$ cat src/rtl/icache_pkg.sv
// Shared types and constants for the direct-mapped instruction cache.
package icache_types;

  localparam int unsigned LINE_W   = 256;
  localparam int unsigned BEAT_W   = 64;
  localparam int unsigned BEATS    = 4;
  localparam int unsigned WORD_W   = 32;
  localparam int unsigned OFFSET_W = 5;
  localparam int unsigned ADDR_W   = 32;
  localparam int unsigned LINE_A_W = ADDR_W - OFFSET_W;

  typedef enum logic [1:0] {
    IDLE = 2'd0,
    FILL = 2'd1,
    RESP = 2'd2
  } icache_state_t;

  function automatic int unsigned tag_w(input int unsigned s_index);
    return LINE_A_W - s_index;
  endfunction

endpackage

$ cat src/rtl/icache_array.sv
// Valid/tag/data storage for the instruction cache: beat-wide fill port, combinational lookup.
module icache_array
  import icache_types::*;
#(
  parameter int unsigned S_INDEX = 3
) (
  input  logic                        clk,
  input  logic                        rst,
  input  logic                        wr_en,
  input  logic [S_INDEX-1:0]          wr_index,
  input  logic [BEATS-1:0]            wr_beat,
  input  logic [BEAT_W-1:0]           wr_data,
  input  logic                        wr_validate,
  input  logic [tag_w(S_INDEX)-1:0]   wr_tag,
  input  logic [S_INDEX-1:0]          rd_index,
  input  logic [tag_w(S_INDEX)-1:0]   rd_tag,
  input  logic [2:0]                  rd_word_sel,
  output logic                        hit,
  output logic [WORD_W-1:0]           rd_word
);

  localparam int unsigned LINES = 1 << S_INDEX;
  localparam int unsigned TAG_W = tag_w(S_INDEX);

  logic [LINES-1:0]  valid_r;
  logic [TAG_W-1:0]  tag_r  [LINES];
  logic [LINE_W-1:0] data_r [LINES];
  logic [LINE_W-1:0] line_s;

  // Valid bits: cleared by reset, set only when the last beat of a fill lands.
  always_ff @(posedge clk) begin
    if (!rst) begin
      valid_r <= '0;
    end else if (wr_validate) begin
      valid_r[wr_index] <= 1'b1;
    end
  end

  // Tag written together with the validating beat.
  always_ff @(posedge clk) begin
    if (wr_validate) begin
      tag_r[wr_index] <= wr_tag;
    end
  end

  // Data: one 64-bit slice per beat, selected by the one-hot beat vector.
  always_ff @(posedge clk) begin
    for (int k = 0; k < BEATS; k++) begin
      if (wr_en && wr_beat[k]) begin
        data_r[wr_index][k*BEAT_W +: BEAT_W] <= wr_data;
      end
    end
  end

  // Lookup of the addressed line and word.
  always_comb begin
    line_s  = data_r[rd_index];
    rd_word = line_s[rd_word_sel*WORD_W +: WORD_W];
    hit     = valid_r[rd_index] && (tag_r[rd_index] == rd_tag);
  end

endmodule

$ cat src/rtl/icache.sv
// Direct-mapped read-only instruction cache with 4-beat line fill.
// Optional ICACHE_PERF_EN macro builds the hit/miss counters.
module icache
  import icache_types::*;
#(
  parameter int unsigned S_INDEX = 3
) (
  input  logic                clk,
  input  logic                rst,
  input  logic                inst_read,
  input  logic [ADDR_W-1:0]   inst_addr,
  output logic [WORD_W-1:0]   inst_rdata,
  output logic                inst_resp,
  output logic                pmem_read,
  output logic [ADDR_W-1:0]   pmem_address,
  input  logic [BEAT_W-1:0]   pmem_rdata,
  input  logic                pmem_resp,
  output logic [31:0]         hit_count,
  output logic [31:0]         miss_count
);

  localparam int unsigned TAG_W = tag_w(S_INDEX);

  icache_state_t       state_r;
  logic [1:0]          beat_cnt_r;
  logic [LINE_A_W-1:0] fill_line_r;
  logic [2:0]          req_word_r;
  logic                pmem_read_r;
  logic                inst_resp_r;
  logic [WORD_W-1:0]   inst_rdata_r;

  logic [LINE_A_W-1:0] lk_line_s;
  logic [2:0]          lk_word_s;
  logic                fill_wr_s;
  logic                last_beat_s;
  logic [BEATS-1:0]    beat_onehot_s;
  logic                hit_s;
  logic [WORD_W-1:0]   rd_word_s;
  logic [WORD_W-1:0]   fill_word_s;

  // Lookup address: live request in IDLE, latched fill line otherwise.
  always_comb begin
    if (state_r == IDLE) begin
      lk_line_s = inst_addr[ADDR_W-1:OFFSET_W];
      lk_word_s = inst_addr[4:2];
    end else begin
      lk_line_s = fill_line_r;
      lk_word_s = req_word_r;
    end
    fill_wr_s     = (state_r == FILL) && pmem_resp;
    last_beat_s   = fill_wr_s && (beat_cnt_r == 2'd3);
    beat_onehot_s = 4'b0001 << beat_cnt_r;
    // Words 6/7 arrive in beat 3 and are not in the array yet.
    if (req_word_r[2:1] == 2'b11) begin
      fill_word_s = req_word_r[0] ? pmem_rdata[63:32] : pmem_rdata[31:0];
    end else begin
      fill_word_s = rd_word_s;
    end
  end

  icache_array #(.S_INDEX(S_INDEX)) u_array (
    .clk         (clk),
    .rst         (rst),
    .wr_en       (fill_wr_s),
    .wr_index    (lk_line_s[S_INDEX-1:0]),
    .wr_beat     (beat_onehot_s),
    .wr_data     (pmem_rdata),
    .wr_validate (last_beat_s),
    .wr_tag      (lk_line_s[LINE_A_W-1:S_INDEX]),
    .rd_index    (lk_line_s[S_INDEX-1:0]),
    .rd_tag      (lk_line_s[LINE_A_W-1:S_INDEX]),
    .rd_word_sel (lk_word_s),
    .hit         (hit_s),
    .rd_word     (rd_word_s)
  );

  // Controller FSM with registered CPU and memory-side outputs.
  always_ff @(posedge clk) begin
    if (!rst) begin
      state_r      <= IDLE;
      beat_cnt_r   <= 2'd0;
      fill_line_r  <= '0;
      req_word_r   <= 3'd0;
      pmem_read_r  <= 1'b0;
      inst_resp_r  <= 1'b0;
      inst_rdata_r <= 32'd0;
    end else begin
      case (state_r)
        IDLE: begin
          if (inst_read) begin
            if (hit_s) begin
              inst_rdata_r <= rd_word_s;
              inst_resp_r  <= 1'b1;
              state_r      <= RESP;
            end else begin
              fill_line_r <= inst_addr[ADDR_W-1:OFFSET_W];
              req_word_r  <= inst_addr[4:2];
              beat_cnt_r  <= 2'd0;
              pmem_read_r <= 1'b1;
              state_r     <= FILL;
            end
          end
        end
        FILL: begin
          if (pmem_resp) begin
            beat_cnt_r <= beat_cnt_r + 2'd1;
            if (beat_cnt_r == 2'd3) begin
              pmem_read_r  <= 1'b0;
              inst_rdata_r <= fill_word_s;
              inst_resp_r  <= 1'b1;
              state_r      <= RESP;
            end
          end
        end
        RESP: begin
          inst_resp_r <= 1'b0;
          state_r     <= IDLE;
        end
        default: begin
          inst_resp_r <= 1'b0;
          pmem_read_r <= 1'b0;
          state_r     <= IDLE;
        end
      endcase
    end
  end

  assign inst_rdata   = inst_rdata_r;
  assign inst_resp    = inst_resp_r;
  assign pmem_read    = pmem_read_r;
  assign pmem_address = {fill_line_r, 5'd0};

`ifdef ICACHE_PERF_EN
  logic [31:0] hit_count_r;
  logic [31:0] miss_count_r;

  // Hit/miss counters, bumped on each accepted IDLE lookup; wrap naturally.
  always_ff @(posedge clk) begin
    if (!rst) begin
      hit_count_r  <= 32'd0;
      miss_count_r <= 32'd0;
    end else if ((state_r == IDLE) && inst_read) begin
      if (hit_s) begin
        hit_count_r <= hit_count_r + 32'd1;
      end else begin
        miss_count_r <= miss_count_r + 32'd1;
      end
    end
  end

  assign hit_count  = hit_count_r;
  assign miss_count = miss_count_r;
`else
  assign hit_count  = 32'd0;
  assign miss_count = 32'd0;
`endif

endmodule

$ cat config.mk
export PLATFORM = sky130hd
export DESIGN_NAME = icache
export DESIGN_NICKNAME = d
export VERILOG_FILES = /design/src/rtl/icache_pkg.sv /design/src/rtl/icache_array.sv /design/src/rtl/icache.sv
export SDC_FILE = /design/constraint.sdc
export NUM_CORES = 2
export LEC_CHECK = 0
export CAP_MARGIN = 10
export CORE_ASPECT_RATIO = 1.75
export CORE_MARGIN = 3
export CORE_UTILIZATION = 40
export CTS_CLUSTER_SIZE = 12
export DETAILED_ROUTE_END_ITERATION = 8
export MAX_ROUTING_LAYER = met4
export PLACE_DENSITY = 0.53
export SYNTH_ARGS = -nofsm -noshare
export SYNTH_HDL_FRONTEND = slang
export SYNTH_HIERARCHICAL = 1
export SYNTH_SLANG_ARGS = --single-unit
$ cat constraint.sdc
create_clock -name clk -period 16.3 [get_ports clk]
set_clock_uncertainty 0.15 [all_clocks]
set_input_delay 3.26 -clock clk [delete_from_list [all_inputs] [get_ports clk]]
set_output_delay 3.26 -clock clk [all_outputs]
set_load 0.01 [all_outputs]
==> metrics.txt <==
post-synthesis register bit count=2316; sequential power share=0.540; Area Growth Syn to Fin=13.1%; worst rel slew slack=0.189; P_sw=2.64 mW; Worst path most repeated cell=buf_4; CP Launch Type=input pin; CTS sink cnt=2316; largest net degree at the start of global routing=124; CP Cell Sequence=clkdlybuf4s50_1 > mux2_8 > buf_4 > buf_4 > buf_4 > buf_4 > mux4_2 > mux4_2 > a22oi_1 > nand2_1 > mux2i_1 > o22ai_1; post-synthesis sequential area ratio=0.769; cells after synthesis=3831; final worst-path cycle share=0.547; LEAKAGE=30.8 nW; Crit path arrival time=9.46 ns; synthesized area=89400 um^2; combinational family with the most area after synthesis=multiplexers; Routed WL per cell=33.4 um; simple logic cell fraction of the synthesized area=0.0104; # setup viols final=0; Avg Inst Size Synth=23.3 um^2; Comb power frac=0.078; RSZ-0062 raised after global routing=false; CTS root buf=clkbuf_16; pwr dens=120 nW/um^2; IO Pins=230; CP peak stage delay=0.80 ns; drt drc=0; element type at the critical path end=register; Crit Reg-Reg Startpoint=state_r[1]; crit-path max FO=48; data required time of the worst path=16.84 ns; MaxCap Viol Count=0; Worst path top cell family by delay=buffers and inverters; area fraction in compound gates after synthesis=0.0129; Max IR drop VDD=114 uV; main flop type after synthesis=edfxtp_1; detailed-route via count=41500; number of enable flip-flop cells after synthesis=2240; Crit path depth=12; number of iterations in the first detailed-routing pass=6; Internal=9.51 mW; PostCTS Resize Cnt=0; die height=631 um; Hold Path Depth=1; Row Count=229; highest-count cells in the layout ignoring fill and taps=edfxtp_1, mux4_2, clkbuf_16; Port Buf Inserts=158; DRT iter0 DRCs=3945; status=completed; xor/xnor share of the synthesized area=0.00235; Yosys warning total=6; Worst Tran Pin Value=1.18 ns; vias per cell=5.80; Bufs on Longest Clock Path=4; WL final=239 mm; Placed Cells=6826; commonest non-fill, non-tap cell in the layout=edfxtp_1; antenna-violating nets left=0; postcts setup bufs=0; Fin Setup TNS=0 ns; CP startpoint=inst_addr[5]; CP max-delay cell=buf_4; Hold Violations, Final=0; Clock power frac=0.382; clock latency on the worst-skew pair=0.88 ns; post-synthesis mux area share=0.187; Sw Ratio=0.217; vias in the first global route=43300; grt ovf=0; post-DP HPWL=123 mm; H-tree depth=4; clock transition at the registers of the reported paths=0.06 ns; Tmin final=8.92 ns; Crit Path Class=input pin to register; hold path start=u_array/valid_r[4]; Starting Density=0.402; GRT Total Usage=0.214; routability-driven placement congestion ratio=0.738; CTS Hold Buffers Added=0; first-pass GRT wire length=336 mm; core area=222000 um^2; ys async rst share=0; CTS tree=yes; Die ar.=229000 um^2; Final #Nets=4268; Cell variety after synth=49; f_max=112 MHz; fin cells=7153; initial antenna violation count=18; Max Slew Vio Count=0; Hold Crit Class=register to register; Horiz. Die Dim=363 um; layout cell share with drive strength beyond 1=0.282; CTS Buf Count=223; CP bufs+invs=5; R2R depth=12; Adder-Cell Fraction of Synth Area=0.000560
-- cells by family after synthesis --
| family | after synthesis |
|---|---|
| other | 1 |
| AO/OA/AOI/OAI | 170 |
| multiplexers | 822 |
| AND/OR/NAND/NOR | 214 |
| flip-flops | 2316 |
| XOR/XNOR | 24 |
| buffers and inverters | 280 |
| adder cells (fa/ha/maj) | 4 |
-- sequential cells by signal (all words and copies together) (netlist names) --
name and cells:
u_array/data_r 2048, u_array/tag_r 192, inst_rdata 32, fill_line_r 27, u_array/valid_r 8, req_word_r 3, beat_cnt_r 2, state_r 2
inst_resp 1, pmem_read 1
-- routing by layer --
layer	up-vias	GRT usage	wire length (um)
li1	16700	-	-
met1	23200	0.262	91800
met2	1189	0.378	129000
met3	347	0.0285	12000
met4	0	0.0522	6010
met5	-	-	0
-- cells in the mapped netlist, types with 3 or more instances --
cell | instances | area share
a21oi_1 | 33 | 0.0018
a221oi_1 | 9 | 0.00088
a22oi_1 | 64 | 0.0054
and2_1 | 3 | 0.00021
buf_1 | 29 | 0.0012
buf_2 | 59 | 0.0033
buf_4 | 101 | 0.0085
buf_6 | 11 | 0.0014
clkbuf_1 | 74 | 0.0031
dfxtp_1 | 76 | 0.017
edfxtp_1 | 2240 | 0.75
ha_1 | 4 | 0.00056
inv_1 | 6 | 0.00025
mux2_2 | 84 | 0.011
mux2i_1 | 71 | 0.0079
mux4_2 | 667 | 0.17
nand2_1 | 131 | 0.0055
nand3_1 | 5 | 0.00028
nand3b_1 | 4 | 0.00034
nor2_1 | 45 | 0.0019
nor2b_1 | 7 | 0.00049
o21a_1 | 8 | 0.00067
o21ai_0 | 3 | 0.00017
o22ai_1 | 43 | 0.0030
or3b_2 | 3 | 0.00029
xnor2_1 | 18 | 0.0018
xor2_1 | 6 | 0.00059
-- power by group through the flow --
stage	sequential (mW)	combinational (mW)	clock [mW]
after floorplan	6.69	0.610	0
final	6.56	0.951	4.64
after global routing	6.56	1.02	4.98
after global placement	6.69	0.968	0
after CTS	6.56	0.977	4.77
after detailed placement	6.69	0.976	0
-- stage by stage --
step / utilization / power [mW] / hold slack, ns / area (um^2) / setup WS, ns
floorplan: - / 7.30 / 0.285 / 89700 / 8.87
global placement: 0.427 / 7.65 / 0.292 / 94900 / 6.35
detailed placement: 0.427 / 7.66 / 0.304 / 94900 / 6.40
CTS: 0.455 / 12.3 / 0.317 / 101000 / 7.31
global route: 0.455 / 12.6 / 0.332 / 101000 / 6.90
finish: 0.455 / 12.2 / 0.316 / 101000 / 7.38
-- layout make-up --
type | instances | area [um^2]
multi-input cells | 1303 | 19700
flip-flops and latches | 2316 | 68800
inverters | 6 | 22.5
well taps | 2887 | 3610
repair buffers | 314 | 2820
diodes | 3 | 7.51
fillers | 18500 | 121000
clock inverters | 10 | 82.6
clock buffers | 314 | 6050
-- final timing paths --
| path | to | slack, ns |
|---|---|---|
| setup reg to reg | inst_rdata[19] | 9.38 |
| hold reg to reg | u_array/valid_r[4] | 0.32 |
| hold / removal | u_array/valid_r[4] | 0.32 |
| setup / recovery | inst_rdata[19] | 7.38 |
Power figures use the tool's default switching activity.
